$ cat config.mk
export PLATFORM = sky130hd
export DESIGN_NAME = if_fetch_unit_flat
export DESIGN_NICKNAME = d
export VERILOG_FILES = /design/src/rtl/rv_core_pkg.sv /design/src/rtl/if_fetch_unit_if.sv /design/src/rtl/if_skid_buf.sv /design/src/rtl/if_fetch_unit.sv /design/src/flat_wrapper.sv
export SDC_FILE = /design/constraint.sdc
export NUM_CORES = 1
export LEC_CHECK = 0
export ABC_CLOCK_PERIOD_IN_PS = 2880
export CAP_MARGIN = 20
export CORE_MARGIN = 10
export CORE_UTILIZATION = 35
export DETAILED_ROUTE_END_ITERATION = 10
export HOLD_SLACK_MARGIN = 0.06
export SYNTH_ARGS = -nofsm -noshare
export SYNTH_HDL_FRONTEND = slang
export SYNTH_SLANG_ARGS = --single-unit
$ cat constraint.sdc
create_clock -name clk -period 2.88 [get_ports clk]
set_clock_uncertainty 0.05 [all_clocks]
set_input_delay 0.288 -clock clk [delete_from_list [all_inputs] [get_ports clk]]
set_output_delay 0.288 -clock clk [all_outputs]
set_load 0.03 [all_outputs]
$ cat src/rtl/rv_core_pkg.sv
// ============================================================================
// Module      : rv_core_pkg
// Description : Shared core types and constants for the fetch stage.
// Revision    : 1.0 - initial release
// ============================================================================
`default_nettype none

package rv_core_pkg;

    localparam int              XLEN         = 32;
    localparam logic [XLEN-1:0] NOP_ENC      = 32'h0000_0013;
    localparam logic [XLEN-1:0] RESET_PC_DEF = 32'h0000_0000;

    typedef enum logic [2:0] {
        S_REQ  = 3'd0,
        S_WAIT = 3'd1,
        S_HOLD = 3'd2,
        S_DROP = 3'd3,
        S_TRAP = 3'd4
    } fetch_state_e;

    typedef struct packed {
        logic [XLEN-1:0] pc;
        logic [XLEN-1:0] pc4;
        logic [XLEN-1:0] instr;
    } fetch_slot_t;

    function automatic logic [XLEN-1:0] pc_plus4(input logic [XLEN-1:0] pc);
        return pc + 32'd4;
    endfunction

endpackage

`default_nettype wire

$ cat src/rtl/if_fetch_unit_if.sv
// ============================================================================
// Module      : if_fetch_unit_if
// Description : Instruction-memory request/response bus of the fetch stage.
// Revision    : 1.0 - initial release
// ============================================================================
`default_nettype none

interface if_fetch_unit_if;
    import rv_core_pkg::*;

    logic            imem_req;
    logic [XLEN-1:0] imem_addr;
    logic            imem_gnt;
    logic            imem_rvalid;
    logic [XLEN-1:0] imem_rdata;

    modport master (
        output imem_req, imem_addr,
        input  imem_gnt, imem_rvalid, imem_rdata
    );

    modport slave (
        input  imem_req, imem_addr,
        output imem_gnt, imem_rvalid, imem_rdata
    );

endinterface

`default_nettype wire

$ cat src/rtl/if_skid_buf.sv
// ============================================================================
// Module      : if_skid_buf
// Description : One-entry {pc,pc4,instr} buffer; clear beats load beats unload.
// Revision    : 1.0 - initial release
// ============================================================================
`default_nettype none

module if_skid_buf
    import rv_core_pkg::*;
(
    input  wire logic        clk,
    input  wire logic        reset,
    input  wire logic        i_load,
    input  wire logic        i_unload,
    input  wire logic        i_clear,
    input  wire fetch_slot_t i_data,
    output fetch_slot_t      o_data,
    output logic             o_full
);

    fetch_slot_t r_data;
    logic        r_full;

    always_ff @(posedge clk) begin
        if (reset || i_clear) begin
            r_full <= 1'b0;
            r_data <= '0;
        end else if (i_load) begin
            r_full <= 1'b1;
            r_data <= i_data;
        end else if (i_unload) begin
            r_full <= 1'b0;
        end
    end

    assign o_data = r_data;
    assign o_full = r_full;

endmodule

`default_nettype wire

$ cat src/rtl/if_fetch_unit.sv
// ============================================================================
// Module      : if_fetch_unit
// Description : IF stage: owns fetch PC, single-outstanding imem requests,
//               one-entry skid, EX redirects and hazard stalls.
//               Optional macro FETCH_MISALIGN_TRAP_EN enables misaligned-target trap.
// Revision    : 1.0 - initial release
// ============================================================================
`default_nettype none

module if_fetch_unit
    import rv_core_pkg::*;
#(
    parameter logic [XLEN-1:0] RESET_PC  = RESET_PC_DEF,
    parameter logic [XLEN-1:0] NOP_INSTR = NOP_ENC
)(
    input  wire logic            clk,
    input  wire logic            reset,
    input  wire logic            stall,
    input  wire logic            redirect_valid,
    input  wire logic [XLEN-1:0] redirect_pc,
    if_fetch_unit_if.master      imem,
    output logic [XLEN-1:0]      pc_out,
    output logic [XLEN-1:0]      pc4_out,
    output logic [XLEN-1:0]      instr_out,
    output logic                 valid_out,
    output logic                 fetch_misalign
);

    fetch_state_e    r_state, w_state_n;
    logic [XLEN-1:0] r_fetch_pc, w_fetch_pc_n;
    fetch_slot_t     r_slot, w_slot_n;
    logic            r_valid, w_valid_n;
    logic            r_misalign, w_misalign_n;
    logic            r_trap_pend, w_trap_pend_n;

    logic            w_free, w_consume, w_in_flight;
    logic            w_skid_load, w_skid_unload, w_skid_clear, w_skid_full;
    fetch_slot_t     w_resp, w_skid_q;
    logic [XLEN-1:0] w_target;

`ifdef FETCH_MISALIGN_TRAP_EN
    assign w_target = redirect_pc;
`else
    assign w_target = {redirect_pc[XLEN-1:2], 2'b00};
    logic  w_unused_pc_lsb;
    assign w_unused_pc_lsb = &{1'b0, redirect_pc[1:0]};
`endif

    assign w_free    = !r_valid || !stall;
    assign w_consume = r_valid && !stall && !r_misalign;
    assign w_resp    = '{pc: r_fetch_pc, pc4: pc_plus4(r_fetch_pc), instr: imem.imem_rdata};
    // A response arriving in the redirect cycle is already spent, so it leaves nothing in flight.
    assign w_in_flight = (((r_state == S_WAIT) || (r_state == S_DROP)) && !imem.imem_rvalid)
                       || ((r_state == S_REQ) && imem.imem_gnt);

    always_comb begin
        w_state_n     = r_state;
        w_fetch_pc_n  = r_fetch_pc;
        w_slot_n      = r_slot;
        w_valid_n     = r_valid;
        w_misalign_n  = r_misalign;
        w_trap_pend_n = r_trap_pend;
        w_skid_load   = 1'b0;
        w_skid_unload = 1'b0;
        w_skid_clear  = 1'b0;

        if (w_consume) begin
            w_valid_n      = 1'b0;
            w_slot_n.instr = NOP_INSTR;
        end

        if (redirect_valid) begin
            w_skid_clear  = 1'b1;
            w_fetch_pc_n  = w_target;
            w_slot_n      = '{pc: '0, pc4: '0, instr: NOP_INSTR};
            w_valid_n     = 1'b0;
            w_misalign_n  = 1'b0;
            w_trap_pend_n = 1'b0;
            w_state_n     = w_in_flight ? S_DROP : S_REQ;
`ifdef FETCH_MISALIGN_TRAP_EN
            if (w_target[1:0] != 2'b00) begin
                w_slot_n      = '{pc: redirect_pc, pc4: pc_plus4(redirect_pc), instr: NOP_INSTR};
                w_valid_n     = 1'b1;
                w_misalign_n  = 1'b1;
                w_trap_pend_n = w_in_flight;
                w_state_n     = w_in_flight ? S_DROP : S_TRAP;
            end
`endif
        end else begin
            case (r_state)
                S_REQ: begin
                    if (imem.imem_gnt) w_state_n = S_WAIT;
                end
                S_WAIT: begin
                    if (imem.imem_rvalid) begin
                        w_fetch_pc_n = pc_plus4(r_fetch_pc);
                        if (w_free) begin
                            w_slot_n  = w_resp;
                            w_valid_n = 1'b1;
                            w_state_n = S_REQ;
                        end else begin
                            w_skid_load = 1'b1;
                            w_state_n   = S_HOLD;
                        end
                    end
                end
                S_HOLD: begin
                    if (!stall) begin
                        w_slot_n      = w_skid_q;
                        w_valid_n     = 1'b1;
                        w_skid_unload = 1'b1;
                        w_state_n     = S_REQ;
                    end
                end
                S_DROP: begin
                    if (imem.imem_rvalid) begin
                        w_state_n     = r_trap_pend ? S_TRAP : S_REQ;
                        w_trap_pend_n = 1'b0;
                    end
                end
                S_TRAP:  w_state_n = S_TRAP;
                default: w_state_n = S_REQ;
            endcase
        end
    end

    always_ff @(posedge clk) begin
        if (reset) begin
            r_state     <= S_REQ;
            r_fetch_pc  <= RESET_PC;
            r_slot      <= '{pc: '0, pc4: '0, instr: NOP_INSTR};
            r_valid     <= 1'b0;
            r_misalign  <= 1'b0;
            r_trap_pend <= 1'b0;
        end else begin
            r_state     <= w_state_n;
            r_fetch_pc  <= w_fetch_pc_n;
            r_slot      <= w_slot_n;
            r_valid     <= w_valid_n;
            r_misalign  <= w_misalign_n;
            r_trap_pend <= w_trap_pend_n;
        end
    end

    if_skid_buf u_skid (
        .clk      (clk),
        .reset    (reset),
        .i_load   (w_skid_load),
        .i_unload (w_skid_unload),
        .i_clear  (w_skid_clear),
        .i_data   (w_resp),
        .o_data   (w_skid_q),
        .o_full   (w_skid_full)
    );

    assign imem.imem_req  = (r_state == S_REQ);
    assign imem.imem_addr = r_fetch_pc;
    assign pc_out         = r_slot.pc;
    assign pc4_out        = r_slot.pc4;
    assign instr_out      = r_slot.instr;
    assign valid_out      = r_valid;
`ifdef FETCH_MISALIGN_TRAP_EN
    assign fetch_misalign = r_misalign;
`else
    assign fetch_misalign = 1'b0;
`endif

    a_rvalid_protocol: assert property (@(posedge clk) disable iff (reset)
        imem.imem_rvalid |-> ((r_state != S_REQ) && (r_state != S_HOLD)));
    a_hold_has_skid: assert property (@(posedge clk) disable iff (reset)
        (r_state == S_HOLD) |-> w_skid_full);

endmodule

`default_nettype wire

$ cat src/flat_wrapper.sv
// flat-port wrapper written by rule: the top's interface ports become plain ports
module if_fetch_unit_flat import rv_core_pkg::*;
#(
    parameter logic [XLEN-1:0] RESET_PC  = RESET_PC_DEF,
    parameter logic [XLEN-1:0] NOP_INSTR = NOP_ENC
)
  (clk, reset, stall, redirect_valid, redirect_pc, pc_out, pc4_out, instr_out, valid_out, fetch_misalign, imem_imem_req, imem_imem_addr, imem_imem_gnt, imem_imem_rvalid, imem_imem_rdata);
  if_fetch_unit_if imem_i ();
  input  wire logic clk;
  input  wire logic reset;
  input  wire logic stall;
  input  wire logic redirect_valid;
  input  wire logic [XLEN-1:0] redirect_pc;
  output logic [XLEN-1:0] pc_out;
  output logic [XLEN-1:0] pc4_out;
  output logic [XLEN-1:0] instr_out;
  output logic valid_out;
  output logic fetch_misalign;
  output wire logic [$bits(imem_i.imem_req)-1:0] imem_imem_req;
  output wire logic [$bits(imem_i.imem_addr)-1:0] imem_imem_addr;
  input wire logic [$bits(imem_i.imem_gnt)-1:0] imem_imem_gnt;
  input wire logic [$bits(imem_i.imem_rvalid)-1:0] imem_imem_rvalid;
  input wire logic [$bits(imem_i.imem_rdata)-1:0] imem_imem_rdata;
  assign imem_imem_req = imem_i.imem_req;
  assign imem_imem_addr = imem_i.imem_addr;
  assign imem_i.imem_gnt = imem_imem_gnt;
  assign imem_i.imem_rvalid = imem_imem_rvalid;
  assign imem_i.imem_rdata = imem_imem_rdata;
  if_fetch_unit #(.RESET_PC(RESET_PC), .NOP_INSTR(NOP_INSTR)) u_core (.clk(clk), .reset(reset), .stall(stall), .redirect_valid(redirect_valid), .redirect_pc(redirect_pc), .imem(imem_i), .pc_out(pc_out), .pc4_out(pc4_out), .instr_out(instr_out), .valid_out(valid_out), .fetch_misalign(fetch_misalign));
endmodule
==> reports/qor.json <==
{
  "relSlewSlack_pct": 58.5,
  "final_wirelength_um": 29800,
  "fmax_mhz": 429,
  "dieArea_sq_um": 34200,
  "post_synthesis_instance_total": 1093,
  "cts_buffer_depth": 3,
  "insertedDiodeCount": 0,
  "fp.coreArea_sq_um": 26900,
  "met1_length_um": 13200,
  "post_drt_wl_per_cell_um": 19.1,
  "chipWidth_um": 185,
  "clock_sink_count": 218,
  "finalHoldWorstSlack_ps": 298,
  "first_iter_violations": 581,
  "yosysMostFrequentCell": "dfxtp_1",
  "timing_max_transition_violations_final": 0,
  "clock_input_transition_at_the_sequential_cells_of_the_worst_setup_and_hold_paths_ps": 60,
  "share_clk_of_total_power_pct": 46.1,
  "status": "finished clean",
  "detailedRoute.firstPassIterationCount": 6,
  "critical_path.endpoint_type": "register",
  "vias": 8437,
  "drive_gt1_share_pct": 7.55,
  "syn-mean-instance-area_sq_um": 8.71,
  "clkLatencyLatePin_ps": 520,
  "finish.cell_count_without_fillers": 1559,
  "grt_max_degree": 62,
  "maxCapViolations": 0,
  "floorplan.initialDensity_pct": 35.4,
  "cts.htree.levels": 1,
  "leakagePower_nw": 4.02,
  "gp_routability_congestion": 0.781,
  "grt_overflow": 0,
  "tritoncts": "yes",
  "clock_tree.root_cell": "clkbuf_16",
  "setup.worst_path.start_class": "register",
  "synth.top_cells.by_area": "dfxtp_1, nand2_1, a21oi_1",
  "sw_frac_of_total_pct": 24.4,
  "tightestPinTransition_ps": 623,
  "irDropWorstVdd_mv": 0.297,
  "final_net_count": 1273,
  "rows": 60,
  "route.antenna.remaining_nets": 0,
  "detailedPlacementHpwl_um": 19700,
  "place.detailed.instances": 1516,
  "cp.arrival_ps": 2690,
  "yosys.area.top_type": "dfxtp_1",
  "remaining_drc_errors": 0,
  "yosysWarnings": 0,
  "postSynth.asyncResetShare_pct": 0,
  "grt_antenna_before_repair": 0,
  "min-delay-path-class": "in -> reg",
  "detail_route.vias_per_cell": 5.41,
  "timing.final.hold_violations": 0,
  "worst_ep_required_time_ps": 3230,
  "synth_top_flop_cell": "dfxtp_1",
  "power_frac_seq_pct": 44.5,
  "power_density_cells_nw_per_um2": 577,
  "synthToLayoutAreaGrowth_pct": 28.8,
  "synth.cells.most_frequent": "dfxtp_1, nand2_1, a21oi_1, nor2_1, clkbuf_1",
  "fin_crit_sh_pct": 81.0,
  "postSynthRegisterBits": 218,
  "route.met2.wl_um": 14000,
  "numPortBuffers": 191,
  "final.setup.tns_ps": 0,
  "route.met3.wl_um": 2150,
  "ctsResizeCount": 0,
  "netSwitchingPower_mw": 1.73,
  "grt_use_total_pct": 16.7,
  "finalCriticalPeriod_ps": 2330,
  "rsz0062_at_grt": "false",
  "cts_hold_buf": 0,
  "grt_pass1_wl_um": 46500,
  "intPower_mw": 5.34,
  "synth_cell_types": 57,
  "grt_pass1_vias": 8142,
  "postCtsSetupBuffers": 0,
  "uppermost_metal_layer_occupied_by_signal_nets": "met4",
  "synth_top_cell_area_share_pct": 45.9,
  "post_synth_edffs": 0,
  "postLayoutCoreUtil_pct": 45.6,
  "design.portCount": 201,
  "synth-seq-area-share_pct": 45.9,
  "cts-buffers-inserted": 25,
  "max_fanout_on_critical_path": 13,
  "critical_path_class": "reg -> reg",
  "post_synth_instance_area_sq_um": 9520,
  "report.final.setup_viol": 0,
  "comb_power_share_pct": 9.3,
  "dieHeight_um": 185
}
cell type report:
cell class                 count  area (sq um)
tap                          341           427
clock inverter                 6           109
multi-input combinational    726          4390
sequential                   218          4360
fill                        2543         14600
clock buffer                  37           731
timing repair buffer         225          2220
inverter                       6          22.5
cells by family after synthesis:
family / after synthesis / share of synthesized area [%]
simple gates: 358 / 18.0
compound gates: 306 / 22.2
flops: 218 / 45.9
buf+inv: 155 / 8.80
xor+xnor: 51 / 4.69
mux: 3 / 0.316
fa+ha+maj: 1 / 0.131
other cells: 1 / 0.0394
routing by layer:
layer | vias up | GRT usage (%)
li1 | 4085 | -
met1 | 4067 | 21.4
met2 | 245 | 27.3
met3 | 40 | 4.27
met4 | 0 | 4.03
met5 | - | 0
path summary, 6_finish.rpt:
kind	from	endpoint	slack, ps	cells past startpoint
worst max-delay path	u_core.imem.imem_addr[2]	u_core.pc4_out[28]	550	6
worst min-delay path	redirect_pc[19]	u_core.imem.imem_addr[19]	300	3
worst max register to register	u_core.imem.imem_addr[2]	u_core.pc4_out[28]	550	6
worst min register to register	u_core.u_skid.o_data[8]	u_core.u_skid.o_data[8]	400	2
power groups by stage:
stage               clock, mW  sequential [mW]  combinational [mW]
finish                   3.26             3.15               0.660
global route             3.47             3.16               0.710
CTS                      3.33             3.15               0.666
detailed placement          0             3.21               0.663
global placement            0             3.21               0.663
floorplan                   0             3.18               0.428
critical path, stage by stage (launching register included):
cell     delay [ps]
dfxtp_1         530
ha_1            310
nand2_1         230
or3_4           550
o31a_1          280
o21ai_0         180
a21oi_1          90
layout by cell type, fill, tap and decap left out, types with 28 or more instances in the layout:
master and n:
a21oi_1 104, o21ai_0 28, a222oi_1 36, dfxtp_1 218, nor2_1 90, xor2_1 30
nand2_1 167, buf_4 30, clkdlybuf4s50_1 191, o2bb2ai_1 28, a22oi_1 50
metrics by stage:
| stage | setup slack, ps | area [sq um] | power, mW |
|---|---|---|---|
| after floorplan | 972 | 9540 | 3.61 |
| after global placement | 296 | 11400 | 3.88 |
| after detailed placement | 210 | 11400 | 3.88 |
| after CTS | 572 | 12300 | 7.14 |
| after global routing | 334 | 12300 | 7.33 |
| final | 548 | 12300 | 7.07 |
registers in the layout, indices dropped and copies added, names as in the netlist:
register / count
u_core.pc4_out: 30
u_core.valid_out: 1
u_core.instr_out: 32
u_core.r_state: 3
u_core.imem.imem_addr: 30
u_core.pc_out: 30
u_core.u_skid.o_data: 92
No activity file was read; power rests on OpenSTA's default activity.
